## config.mk

```make
export PLATFORM = sky130hd
export DESIGN_NAME = clock_display_scan
export DESIGN_NICKNAME = d
export VERILOG_FILES = /design/src/rtl/clock_display_scan.sv
export SDC_FILE = /design/constraint.sdc
export NUM_CORES = 1
export LEC_CHECK = 0
export BUFFER_PORTS_ARGS = -buffer_cell sky130_fd_sc_hd__clkbuf_2
export CAP_MARGIN = 10
export CELL_PAD_IN_SITES_DETAIL_PLACEMENT = 1
export CELL_PAD_IN_SITES_GLOBAL_PLACEMENT = 1
export CORE_MARGIN = 4
export CORE_UTILIZATION = 41
export CTS_CLUSTER_DIAMETER = 30
export CTS_CLUSTER_SIZE = 14
export DETAILED_ROUTE_END_ITERATION = 8
export PLACE_DENSITY_LB_ADDON = 0.25
export REMOVE_ABC_BUFFERS = 1
export SYNTH_ARGS = -nofsm -noshare
export SYNTH_HDL_FRONTEND = slang
export SYNTH_SLANG_ARGS = --single-unit
```

## constraint.sdc

```tcl
create_clock -name clk -period 2.9 [get_ports clk]
set_clock_uncertainty 0.15 [all_clocks]
set_input_delay 0.145 -clock clk [delete_from_list [all_inputs] [get_ports clk]]
set_output_delay 0.145 -clock clk [all_outputs]
set_load 0.01 [all_outputs]
```

## src/rtl/clock_display_scan.sv

```systemverilog
// Six-digit multiplexed 7-segment scanner; digits snapshotted once per frame, alarm blink.
// Outputs registered: an_n/seg_n/dp_n reflect the current slot one cycle later; no backpressure.
module clock_display_scan #(
  parameter int SCAN_DIV     = 1000,
  parameter int BLINK_FRAMES = 16,
  parameter bit LZ_BLANK     = 1'b1
) (
  input  logic       clk,
  input  logic       reset,
  input  logic [1:0] hr_in_1,
  input  logic [3:0] hr_in_0,
  input  logic [3:0] min_in_1,
  input  logic [3:0] min_in_0,
  input  logic [3:0] sec_in_1,
  input  logic [3:0] sec_in_0,
  input  logic       Alarm,
  output logic [5:0] an_n,
  output logic [6:0] seg_n,
  output logic       dp_n,
  output logic       frame_strb
);

  localparam int SW = $clog2(SCAN_DIV);
  localparam int BW = $clog2(BLINK_FRAMES + 1);
  localparam logic [SW-1:0] SCAN_LAST  = SW'(SCAN_DIV - 1);
  localparam logic [BW-1:0] BLINK_LAST = BW'(BLINK_FRAMES - 1);

  logic [SW-1:0]     scan_cnt_q, scan_cnt_d;
  logic [2:0]        idx_q, idx_d;
  logic [5:0][3:0]   snap_q, snap_d;
  logic [BW-1:0]     blink_cnt_q, blink_cnt_d;
  logic              blink_phase_q, blink_phase_d;
  logic [5:0]        an_n_q, an_n_d;
  logic [6:0]        seg_n_q, seg_n_d;
  logic              dp_n_q, dp_n_d;
  logic              frame_strb_q, frame_strb_d;

  logic       tick;
  logic       wrap;
  logic       blank;
  logic [3:0] digit;

  function automatic logic [6:0] decode(input logic [3:0] v);
    case (v)
      4'd0:    decode = 7'b1000000;
      4'd1:    decode = 7'b1111001;
      4'd2:    decode = 7'b0100100;
      4'd3:    decode = 7'b0110000;
      4'd4:    decode = 7'b0011001;
      4'd5:    decode = 7'b0010010;
      4'd6:    decode = 7'b0000010;
      4'd7:    decode = 7'b1111000;
      4'd8:    decode = 7'b0000000;
      4'd9:    decode = 7'b0010000;
      default: decode = 7'b0111111;
    endcase
  endfunction

  always_comb begin
    tick          = (scan_cnt_q == SCAN_LAST);
    wrap          = tick && (idx_q == 3'd5);
    scan_cnt_d    = tick ? '0 : scan_cnt_q + 1'b1;
    idx_d         = idx_q;
    snap_d        = snap_q;
    blink_cnt_d   = blink_cnt_q;
    blink_phase_d = blink_phase_q;
    frame_strb_d  = wrap;

    if (tick) begin
      idx_d = (idx_q == 3'd5) ? 3'd0 : idx_q + 3'd1;
    end
    if (wrap) begin
      snap_d = {{2'b00, hr_in_1}, hr_in_0, min_in_1, min_in_0, sec_in_1, sec_in_0};
    end

    // Blink counting only runs while the alarm is up; dropping it restores display at once.
    if (!Alarm) begin
      blink_cnt_d   = '0;
      blink_phase_d = 1'b0;
    end else if (wrap) begin
      if (blink_cnt_q == BLINK_LAST) begin
        blink_cnt_d   = '0;
        blink_phase_d = ~blink_phase_q;
      end else begin
        blink_cnt_d = blink_cnt_q + 1'b1;
      end
    end

    case (idx_q)
      3'd0:    digit = snap_q[0];
      3'd1:    digit = snap_q[1];
      3'd2:    digit = snap_q[2];
      3'd3:    digit = snap_q[3];
      3'd4:    digit = snap_q[4];
      3'd5:    digit = snap_q[5];
      default: digit = 4'd0;
    endcase

    blank   = Alarm && blink_phase_q;
    seg_n_d = decode(digit);
    an_n_d  = ~(6'b000001 << idx_q);
    if (blank || (LZ_BLANK && (idx_q == 3'd5) && (digit == 4'd0))) begin
      an_n_d = 6'h3F;
    end
    dp_n_d = blank || !((idx_q == 3'd2) || (idx_q == 3'd4));
  end

  always_ff @(posedge clk) begin
    if (reset) begin
      scan_cnt_q    <= '0;
      idx_q         <= 3'd0;
      snap_q        <= '0;
      blink_cnt_q   <= '0;
      blink_phase_q <= 1'b0;
      an_n_q        <= 6'h3F;
      seg_n_q       <= 7'h7F;
      dp_n_q        <= 1'b1;
      frame_strb_q  <= 1'b0;
    end else begin
      scan_cnt_q    <= scan_cnt_d;
      idx_q         <= idx_d;
      snap_q        <= snap_d;
      blink_cnt_q   <= blink_cnt_d;
      blink_phase_q <= blink_phase_d;
      an_n_q        <= an_n_d;
      seg_n_q       <= seg_n_d;
      dp_n_q        <= dp_n_d;
      frame_strb_q  <= frame_strb_d;
    end
  end

  assign an_n       = an_n_q;
  assign seg_n      = seg_n_q;
  assign dp_n       = dp_n_q;
  assign frame_strb = frame_strb_q;

endmodule

```

# Yosys cells after proc, flatten, opt, wreduce, memory -nomap -nowiden
# Memories as Yosys holds them, arrays and structs flattened. A register that Yosys moved wholly into a read port is not among the register bits.
# Cells that the tools add are included.
# classes
n_reduce_logical	13
shift	1
addsub	3
n_mux	3
bitwise	3
n_eq_ne	7
# ops
operator	n
$pmux 4 s6	1
$add 10x1->10 const B	1
$eq 10x10->1 const B	1
$eq 3x2->1 const B	2
$eq 3x3->1 const B	2
$not 6->6	1
$reduce_or 2->1	3
$shl 1x3->6 const A	1
$add 5x1->5 const B	1
$eq 5x4->1 const B	1
$mux 5	1
$logic_not 4->1	1
$add 3x1->3 const B	1
$eq 3x1->1 const B	1
$logic_and 1x1->1	3
$logic_not 3->1	1
$logic_or 1x1->1	3
$mux 3	1
$not 1->1	2
$reduce_and 2->1	1
$logic_not 1->1	1
# totals
rom_bits	112
input_bits	25
ff_bits	49
elab_cells	44
mem_count	1
# memory_table
name	depth	word_bits	rd	rd_ports_with_merged_regs	wr	line_no	text
(name not given)	16	7	1	1	0	44	case (v)

# Depth between registers and ports, before layout
# Gate-level depths: netlist of the first run.
# logic_depth
depth_word	6
ltp_mapped	11

# Worst setup path before layout of the first run
# OpenSTA, ideal clock, no wires.
# synth_path
kind	register -> register
startpoint	reg idx_q[0]
endpoint	reg seg_n_q[5], in the netlist seg_n[5]
required_time_ps	2624
setup_slack_ps	629
stages_incl_launch_ff	11
path_buffers	2
setup_time_ps	126
arrival_ps	1995
path_cell_list	dfxtp_1 -> buf_2 -> buf_2 -> inv_1 -> nor2_1 -> ha_1 -> a221oi_1 -> inv_1 -> ha_1 -> nor3b_1 -> o31ai_1
# synth_via
elab_chain_cells	2
word_cells_on_any_way	7
# synth_rtl
element	line_no	text
start: declaration	29	logic [2:0] idx_q, idx_d;
start signal: assignment	121	idx_q <= idx_d;
$eq 3x3->1, or another cell as far along	89	case (idx_q)
$pmux 4 s6 (*)	89	
end: declaration	34	logic [6:0] seg_n_q, seg_n_d;
# Mark *: on every way between the ends. The rest lies on a longest branch, timed or not.
# A chain may end at the register's enable or synchronous reset.

# Worst setup path after layout of the first run
# layout_path
startpoint	reg idx_q[1]
endpoint	reg seg_n_q[4], in the netlist seg_n[4]
# Same word-level chain as after synthesis.

==> results of run 1 <==
[worst max-delay path, cell delays in order (launching register included)]
cell and delay [ns]:
dfxtp_1 0.53, inv_1 0.16, nor2_1 0.16, ha_1 0.32, nand2_1 0.09, o221ai_1 0.19
inv_1 0.22, ha_1 0.26, mux2_2 0.27, a32oi_1 0.15
[synth_stat cells]
cell type	count	area (um^2)
mux2_2	4	45.0
nand3_1	7	35.0
buf_2	6	30.0
mux2i_1	6	60.1
a21oi_1	27	135
nand4_1	3	18.8
or4_1	1	7.51
o2bb2ai_1	1	8.76
nor2b_1	1	6.26
nand3b_1	1	7.51
ha_1	8	100
o21ai_0	3	15.0
a21o_1	1	7.51
nor3_1	4	20.0
a221oi_1	2	17.5
o31ai_1	1	7.51
buf_4	1	7.51
or3b_4	1	11.3
nor2_1	24	90.1
a21boi_0	2	15.0
inv_1	7	26.3
nor4_4	1	21.3
o221ai_1	1	8.76
a22oi_1	2	15.0
a222oi_1	1	10.0
o211ai_1	2	15.0
nand2_1	65	244
xor2_1	6	52.6
nor4bb_1	2	20.0
nand2b_1	2	12.5
and2_1	3	18.8
clkbuf_1	7	26.3
and3b_1	2	17.5
or3_1	1	6.26
o22ai_1	1	6.26
and3_1	4	25.0
a21boi_2	1	11.3
a211oi_1	1	7.51
o21a_1	1	7.51
a32oi_1	1	8.76
nor3b_1	2	15.0
dfxtp_1	56	1120
xnor2_1	6	52.6
[registers in the layout, summed over array words and instances, names as in the netlist]
| name | cells |
|---|---|
| an_n | 6 |
| seg_n | 7 |
| blink_phase_q | 1 |
| frame_strb | 1 |
| snap_q | 22 |
| blink_cnt_q | 5 |
| scan_cnt_q | 10 |
| idx_q | 3 |
| dp_n | 1 |
[power by group]
part | switching [uW] | internal [uW]
clock network | 250 | 164
logic | 33.1 | 41.6
registers | 4.10 | 777
total | 287 | 983
[cell families after synthesis]
group,share of synthesized area
xor gates and xnor gates,0.0439
DFF,0.468
AOI/OAI and AO/OA,0.124
and+or+nand+nor,0.241
adders and majority gates,0.0418
buffers and inverters,0.0376
muxes,0.0439
[layout make-up]
class | instances | area, um^2 | area share
multi-input cells | 202 | 1190 | 0.401
flip-flops and latches | 56 | 1120 | 0.378
repair buffers | 67 | 460 | 0.155
well taps | 72 | 90.1 | 0.0303
clock buffers | 5 | 68.8 | 0.0232
inverters | 7 | 26.3 | 0.00885
clock inverters | 2 | 12.5 | 0.00421
[through the flow]
step / instances / hold WS (ns) / power, uW
floorplan: 265 / 0.0641 / 815
global placement: 382 / 0.225 / 849
detailed placement: 382 / 0.229 / 851
CTS: 411 / 0.0729 / 1280
global route: 411 / 0.104 / 1320
finish: 411 / 0.0777 / 1270
[layer usage]
metal  up-vias  global-route usage  share of wire  routed length (um)
met5         -                   0              0                   0
met4         0              0.0518          0.011                  64
met3         5              0.0363          0.036                 217
met2        32               0.300           0.48                2910
met1       978               0.224           0.47                2850
li1       1061                   -              -                   -
[repair_timing]
item / 4_1_cts / 5_1_grt
hold endpoints to repair: 22 / 0
setup endpoints to repair: 0 / 3
resized for setup: 0 / 2
buffers inserted: 0 / 0
hold buffers: 22 / 0
[path summary, 6_finish.rpt]
path                 startpoint       endpoint  slack (ns)  depth (start not counted)
setup / recovery       idx_q[1]       seg_n[4]        0.32                          9
hold / removal            Alarm        an_n[2]        0.08                          3
setup reg to reg       idx_q[1]       seg_n[4]        0.32                          9
hold reg to reg   scan_cnt_q[0]  scan_cnt_q[0]        0.31                          1
==> run_results.csv, run 1 <==
group,metric,value,unit
floorplanning,initial_core_util,0.430,
clock_network,cts_buffer_depth,2,
sta,fin_setup_tns,0,ns
grt,grt.overflow.total,0,
detailed_routing,wl,6050,um
clock_network,numCtsBuffers,5,
detailed_routing,dr.pass1.iters,4,
critical_path,endpoint_kind,"flip-flop",
clock_network,htree_levels,2,
placed_design,dp_slack,0.231,ns
floorplanning,coreArea,5570,um^2
outcome,status,"completed",
detailed_routing,via_per_inst,5.05,
sta,maxSlewViolCount,0,
cells_and_area,utilization,0.533,
synthesis,syn_area_per_cell,8.58,um^2
synthesis,synth.distinct_cells,43,
critical_path,worstPathRequired,2.99,ns
cells_and_area,nets,372,
sta,setup_viol,0,
clock_network,clock_sinks,56,
critical_path,path_max_fanout,10,
cells_and_area,n_antenna_cell,0,
power,leakage,0.00117,uW
detailed_routing,post-route-drc-count,0,
critical_path,cp.arrival,2.67,ns
floorplanning,num_rows,27,
grt,grt_pass1_vias,2149,
floorplanning,num_io_pins,40,
floorplanning,dieWidth,84.4,um
synthesis,netlist_area,2390,um^2
detailed_routing,routedWlPerCell,14.7,um
sta,slew_headroom,0.626,
detailed_routing,drtIter0Drc,68,
clock_network,tritoncts,"built",
floorplanning,dieArea,7130,um^2
detailed_routing,ant_nets,0,
cells_and_area,drive_above_1_share,0.180,
sta,max_clock_freq,388,MHz
clock_network,clk_latency,0.31,ns
placed_design,place_area,2660,um^2
clock_network,clk_pin_slew,0.10,ns
floorplanning,die_h,84.4,um
hold_path,hold_class,"in2reg",
sta,finalHoldViolCount,0,
sta,fin_crit,2.58,ns
sta,fin_crit_sh,0.890,
power,pwr_density_cell,428,nW/um^2
synthesis,synthCells,279,
job,drv_cap,0,
critical_path,start_kind,"flip-flop",
cells_and_area,num-fill-cells,698,
grt,antenna_found_initial,0,
synthesis,yosysWarningCount,0,
sta,rsz0062_at_grt,"false",
synthesis,synth-seq-cells,56,
cells_and_area,design_area,2970,um^2
cells_and_area,final_cell_mix,"nand2_1, dfxtp_1, clkbuf_2",
cells_and_area,mostFrequentLayoutCell,"nand2_1",
sta,tightest_slew,0.557,ns
placed_design,hpwl,4370,um
power,peakVddDrop,0.222,mV
cells_and_area,areaGrowthSynthToFinish,24.0,%
synthesis,synth-seq-area-share,0.468,
grt,grt_max_degree,26,
critical_path,crit_type,"reg2reg",
sta,worst_slack,0.320,ns
grt,grt_use_total,0.176,
detailed_routing,vias,2076,
placed_design,io_buffers,39,
clock_network,cts-root-buf,"clkbuf_8",
placed_design,place_congestion,0.816,
grt,grt_pass1_wl,10100,um
(Power assumes the default switching activity.)
==> run 2: changes to the inputs <==
Settings changed: CTS_BUF_LIST set to sky130_fd_sc_hd__clkbuf_16.
==> run 2 against run 1 <==
Effect of this change: design area is 1.9% higher; combinational power hardly changed; hold slack better by 0.022 ns; flip-flop and latch count stayed put; routed wire length is 3.6% higher; critical endpoint unchanged; largest power group unchanged.
==> run_results.csv, run 2 (synthesized netlist as in run 1, its figures left out) <==
group,metric,value,unit
hold_path,hold_start,"Alarm",
clock_network,clock_sinks,56,
clock_network,cts_buffer_depth,2,
critical_path,start_kind,"flip-flop",
critical_path,endpoint_kind,"flip-flop",
floorplanning,num_rows,27,
sta,timing.hold.ws,0.0996,ns
floorplanning,die_h,84.4,um
detailed_routing,drtIter0Drc,45,
clock_network,numCtsBuffers,5,
critical_path,r2r_cells,9,
floorplanning,dieArea,7130,um^2
hold_path,worstHoldEndpoint,"an_n[1]",
clock_network,clk_latency,0.29,ns
sta,setup_viol,0,
critical_path,worstPathRequired,2.96,ns
clock_network,tritoncts,"built",
cells_and_area,n_antenna_cell,0,
floorplanning,num_io_pins,40,
cells_and_area,areaGrowthSynthToFinish,26.4,%
detailed_routing,post-route-drc-count,0,
sta,fin_crit_sh,0.893,
clock_network,htree_levels,2,
cells_and_area,mostFrequentLayoutCell,"nand2_1",
grt,grt_pass1_vias,2156,
placed_design,place_congestion,0.816,
power,p_int,1130,uW
sta,max_clock_freq,386,MHz
power,finalPower,1440,uW
grt,grt.overflow.total,0,
floorplanning,dieWidth,84.4,um
power,peakVddDrop,0.224,mV
detailed_routing,vias,2088,
critical_path,cp.arrival,2.65,ns
cells_and_area,largest-register,"snap_q",
hold_path,hold_class,"in2reg",
detailed_routing,ant_nets,0,
sta,rsz0062_at_grt,"false",
power,p_sw,308,uW
cells_and_area,instances_no_fill,411,
sta,finalHoldViolCount,0,
power,p_comb_frac,0.052,
placed_design,placedCellCount,382,
clock_network,clk_pin_slew,0.07,ns
power,leakage,0.00119,uW
critical_path,crit_type,"reg2reg",
floorplanning,initial_core_util,0.430,
placed_design,io_buffers,39,
detailed_routing,wl,6270,um
critical_path,path_max_fanout,10,
critical_path,regToRegSetupSlack,0.31,ns
sta,maxSlewViolCount,0,
placed_design,hpwl,4370,um
power,p_clk_frac,0.406,
clock_network,post-cts-setup-buffers,0,
power,pwr_density_cell,476,nW/um^2
grt,grt_use_total,0.181,
hold_path,hold_depth,3,
grt,antenna_found_initial,0,
cells_and_area,final_cell_mix,"nand2_1, dfxtp_1, clkbuf_2",
sta,fin_crit,2.59,ns
floorplanning,coreArea,5570,um^2
job,drv_cap,0,
cells_and_area,drive_above_1_share,0.180,
outcome,status,"completed",
cells_and_area,nets,372,
detailed_routing,via_per_inst,5.08,
detailed_routing,routedWlPerCell,15.2,um
grt,grt_pass1_wl,10300,um
power,swShare,0.214,
sta,fin_setup_tns,0,ns
grt,grt_max_degree,26,
sta,tightest_slew,0.571,ns
cells_and_area,largest_register_ffs,22,
sta,slew_headroom,0.616,
clock_network,cts-root-buf,"clkbuf_16",
critical_path,r2r-end,"seg_n[4]",
critical_path,r2r_start,"idx_q[1]",
power,pwr-share-seq,0.542,
detailed_routing,dr.pass1.iters,4,
## run 2: worst max-delay path by stage
| stage | startpoint | to | depth (start not counted) |
|---|---|---|---|
| floorplan | scan_cnt_q[0] | blink_cnt_q[3] | 6 |
| global placement | idx_q[0] | seg_n[4] | 9 |
| detailed placement | idx_q[0] | seg_n[5] | 7 |
| CTS | idx_q[0] | seg_n[5] | 7 |
| global route | idx_q[1] | seg_n[4] | 9 |
| finish | idx_q[1] | seg_n[4] | 9 |
## run 2: area by class of cell
cell class | count | area [um^2]
clock buffer | 5 | 125
inverter | 7 | 26.3
sequential | 56 | 1120
fill | 683 | 2550
multi-input combinational | 202 | 1190
clock inverter | 2 | 12.5
tap | 72 | 90.1
timing repair buffer | 67 | 460
## run 2: through the flow
| step | util | worst slack [ns] | cell area (um^2) |
|---|---|---|---|
| 2_1_floorplan | - | 0.557 | 2330 |
| 3_3_place_gp | 0.477 | 0.368 | 2660 |
| 3_5_place_dp | 0.477 | 0.231 | 2660 |
| 4_1_cts | 0.542 | 0.208 | 3020 |
| 5_1_grt | 0.543 | 0.0757 | 3030 |
| 6_report | 0.543 | 0.311 | 3030 |
## run 2: repair_timing
action | in CTS | in global routing
gates resized for setup | 0 | 2
endpoints found under the setup margin | 0 | 1
hold buffers | 22 | 0
endpoints found under the hold margin | 22 | 0
## run 2: critical path: stages, from the launching register on
cell and delay, ns:
dfxtp_1 0.52, inv_1 0.16, nor2_1 0.16, ha_1 0.32
nand2_1 0.09, o221ai_1 0.20, inv_1 0.22, ha_1 0.27
mux2_2 0.27, a32oi_1 0.15
## run 2: per-layer routing
layer	track usage	vias up	wire length (um)
met5	0	-	0
met4	0.0604	0	86
met3	0.0334	6	245
met2	0.309	37	3010
met1	0.229	986	2920
li1	-	1059	-
## run 2: power by group through the flow
| stage | logic, uW | clock network, uW | registers [uW] |
|---|---|---|---|
| 5_1_grt | 82.9 | 628 | 782 |
| 2_1_floorplan | 13.1 | 0 | 801 |
| 4_1_cts | 74.2 | 596 | 781 |
| 3_3_place_gp | 49.5 | 0 | 799 |
| 3_5_place_dp | 51.2 | 0 | 799 |
| 6_report | 74.6 | 586 | 781 |
==> run 3: changes to the inputs <==
Settings changed: CORE_ASPECT_RATIO set to 0.75.
==> run 3 against run 2 <==
Effect of this change: combinational power shrank 0.9%; sequential share of layout area shrank 0.22 points; power grew 5.8%; largest cell class unchanged.
==> run_results.csv, run 3 (synthesized netlist as in run 1, its figures left out) <==
group,metric,value,unit
sta,finalHoldViolCount,0,
power,finalPower,1520,uW
critical_path,r2r_start,"idx_q[2]",
sta,tightest_slew,0.698,ns
cells_and_area,largest_register_ffs,22,
cells_and_area,instances_no_fill,414,
power,pwr-share-seq,0.513,
cells_and_area,regArea,1120,um^2
detailed_routing,via_per_inst,5.13,
floorplanning,num_rows,23,
cells_and_area,multiInputGateArea,1180,um^2
detailed_routing,ant_nets,0,
outcome,status,"completed",
sta,rsz0062_at_grt,"false",
critical_path,critPathMaxStageDelay,0.59,ns
critical_path,r2r_cells,6,
placed_design,place_area,2660,um^2
clock_network,clk_pin_slew,0.07,ns
sta,max_clock_freq,372,MHz
power,p_comb_frac,0.048,
critical_path,start_kind,"flip-flop",
floorplanning,num_io_pins,40,
power,p_clk_frac,0.439,
clock_network,numCtsBuffers,5,
cells_and_area,n_antenna_cell,0,
clock_network,cts-root-buf,"clkbuf_16",
grt,grt_use_total,0.193,
hold_path,hold_depth,2,
critical_path,endpoint_kind,"flip-flop",
sta,worst_slack,0.211,ns
power,leakage,0.00121,uW
placed_design,placedCellCount,384,
cells_and_area,areaGrowthSynthToFinish,27.0,%
clock_network,clk_latency,0.29,ns
cells_and_area,design_area,3040,um^2
critical_path,regToRegSetupSlack,0.21,ns
job,drv_cap,0,
grt,grt_max_degree,27,
clock_network,cts_buffer_depth,2,
placed_design,dp_slack,0.306,ns
sta,fin_crit,2.69,ns
floorplanning,dieArea,7140,um^2
cells_and_area,num-fill-cells,660,
cells_and_area,mostFrequentLayoutCell,"nand2_1",
floorplanning,dieWidth,96.3,um
cells_and_area,drive_above_1_share,0.171,
grt,grt_pass1_vias,2167,
hold_path,worstHoldEndpoint,"snap_q[11]",
clock_network,tritoncts,"built",
floorplanning,coreArea,5500,um^2
critical_path,cp_slowest_cell,"dfxtp_1",
power,p_int,1220,uW
power,peakVddDrop,0.235,mV
sta,fin_crit_sh,0.927,
power,p_sw,303,uW
sta,slew_headroom,0.534,
grt,grt_pass1_wl,10600,um
floorplanning,die_h,74.2,um
detailed_routing,wl,6260,um
critical_path,crit_type,"reg2reg",
critical_path,cp.arrival,2.75,ns
detailed_routing,routedWlPerCell,15.1,um
floorplanning,initial_core_util,0.436,
grt,antenna_found_initial,0,
detailed_routing,post-route-drc-count,0,
grt,grt.overflow.total,0,
clock_network,htree_levels,2,
cells_and_area,largest-register,"snap_q",
critical_path,r2r-end,"seg_n[4]",
placed_design,hpwl,4330,um
power,pwr_density_cell,501,nW/um^2
cells_and_area,nets,371,
sta,setup_viol,0,
detailed_routing,drtIter0Drc,88,
cells_and_area,final_cell_mix,"nand2_1, dfxtp_1, clkbuf_2",
sta,maxSlewViolCount,0,
placed_design,io_buffers,39,
critical_path,path_max_fanout,14,
power,swShare,0.199,
hold_path,hold_class,"in2reg",
critical_path,path_cells,"inv_1 > ha_1 > a221oi_1 > a21boi_2 > mux2_2 > a32oi_1",
clock_network,clock_sinks,56,
placed_design,place_congestion,0.811,
detailed_routing,vias,2123,
detailed_routing,dr.pass1.iters,5,
sta,fin_setup_tns,0,ns
critical_path,worstPathRequired,2.96,ns
hold_path,hold_start,"reset",
[run 3: cell count changes in the layout (fill, tap and decap cells not counted)]
cell        before  now
a221oi_1         1    2
dfxtp_1         55   56
buf_4            6    5
a221oi_2         1    0
inv_1            7    8
bufinv_16        0    1
dfxtp_2          1    0
clkinvlp_4       1    0
[run 3: worst max path at each step]
stage | to | cells past startpoint | startpoint
floorplan | blink_cnt_q[3] | 6 | scan_cnt_q[0]
global placement | seg_n[4] | 6 | idx_q[2]
detailed placement | seg_n[4] | 6 | idx_q[2]
CTS | seg_n[3] | 7 | idx_q[2]
global route | seg_n[3] | 7 | idx_q[2]
finish | seg_n[4] | 6 | idx_q[2]
[run 3: final cells by class]
| cell class | instances | share of cell area |
|---|---|---|
| clock buffers | 5 | 0.0411 |
| repair buffers | 66 | 0.149 |
| well taps | 75 | 0.0309 |
| multi-input cells | 202 | 0.389 |
| clock inverters | 3 | 0.0128 |
| inverters | 7 | 0.00864 |
| flip-flops and latches | 56 | 0.369 |
[run 3: critical path, delay by kind of cell, from the launching register on]
kind | cells | cell delay, ns
adder cells (fa/ha/maj) | 1 | 0.30
multiplexers | 1 | 0.40
AO/OA/AOI/OAI | 3 | 1.03
buffers and inverters | 1 | 0.12
flip-flops | 1 | 0.59
[run 3: through the flow]
| stage | utilization | hold slack (ns) |
|---|---|---|
| global route | 0.553 | 0.0425 |
| floorplan | - | 0.0641 |
| global placement | 0.483 | 0.224 |
| detailed placement | 0.483 | 0.228 |
| finish | 0.553 | 0.0352 |
| CTS | 0.553 | 0.0253 |
[run 3: power by group through the flow]
stage / Sequential [uW] / Clock (uW) / Combinational, uW
global route: 782 / 724 / 81.2
floorplan: 801 / 0 / 13.1
detailed placement: 799 / 0 / 50.1
finish: 782 / 669 / 73.9
CTS: 782 / 686 / 73.0
global placement: 799 / 0 / 48.8
[run 3: timing repair]
action	CTS	global route
setup buffers	0	0
hold buffers	22	0
hold endpoints to repair	22	0
resized for setup	0	0
[run 3: layer usage]
| metal | part of all wire | up-vias | global-route usage | wire length [um] |
|---|---|---|---|---|
| li1 | - | 1061 | - | - |
| met1 | 0.49 | 1016 | 0.261 | 3100 |
| met2 | 0.46 | 42 | 0.309 | 2860 |
| met3 | 0.039 | 4 | 0.0415 | 242 |
| met4 | 0.0097 | 0 | 0.0615 | 61 |
| met5 | 0 | - | 0 | 0 |
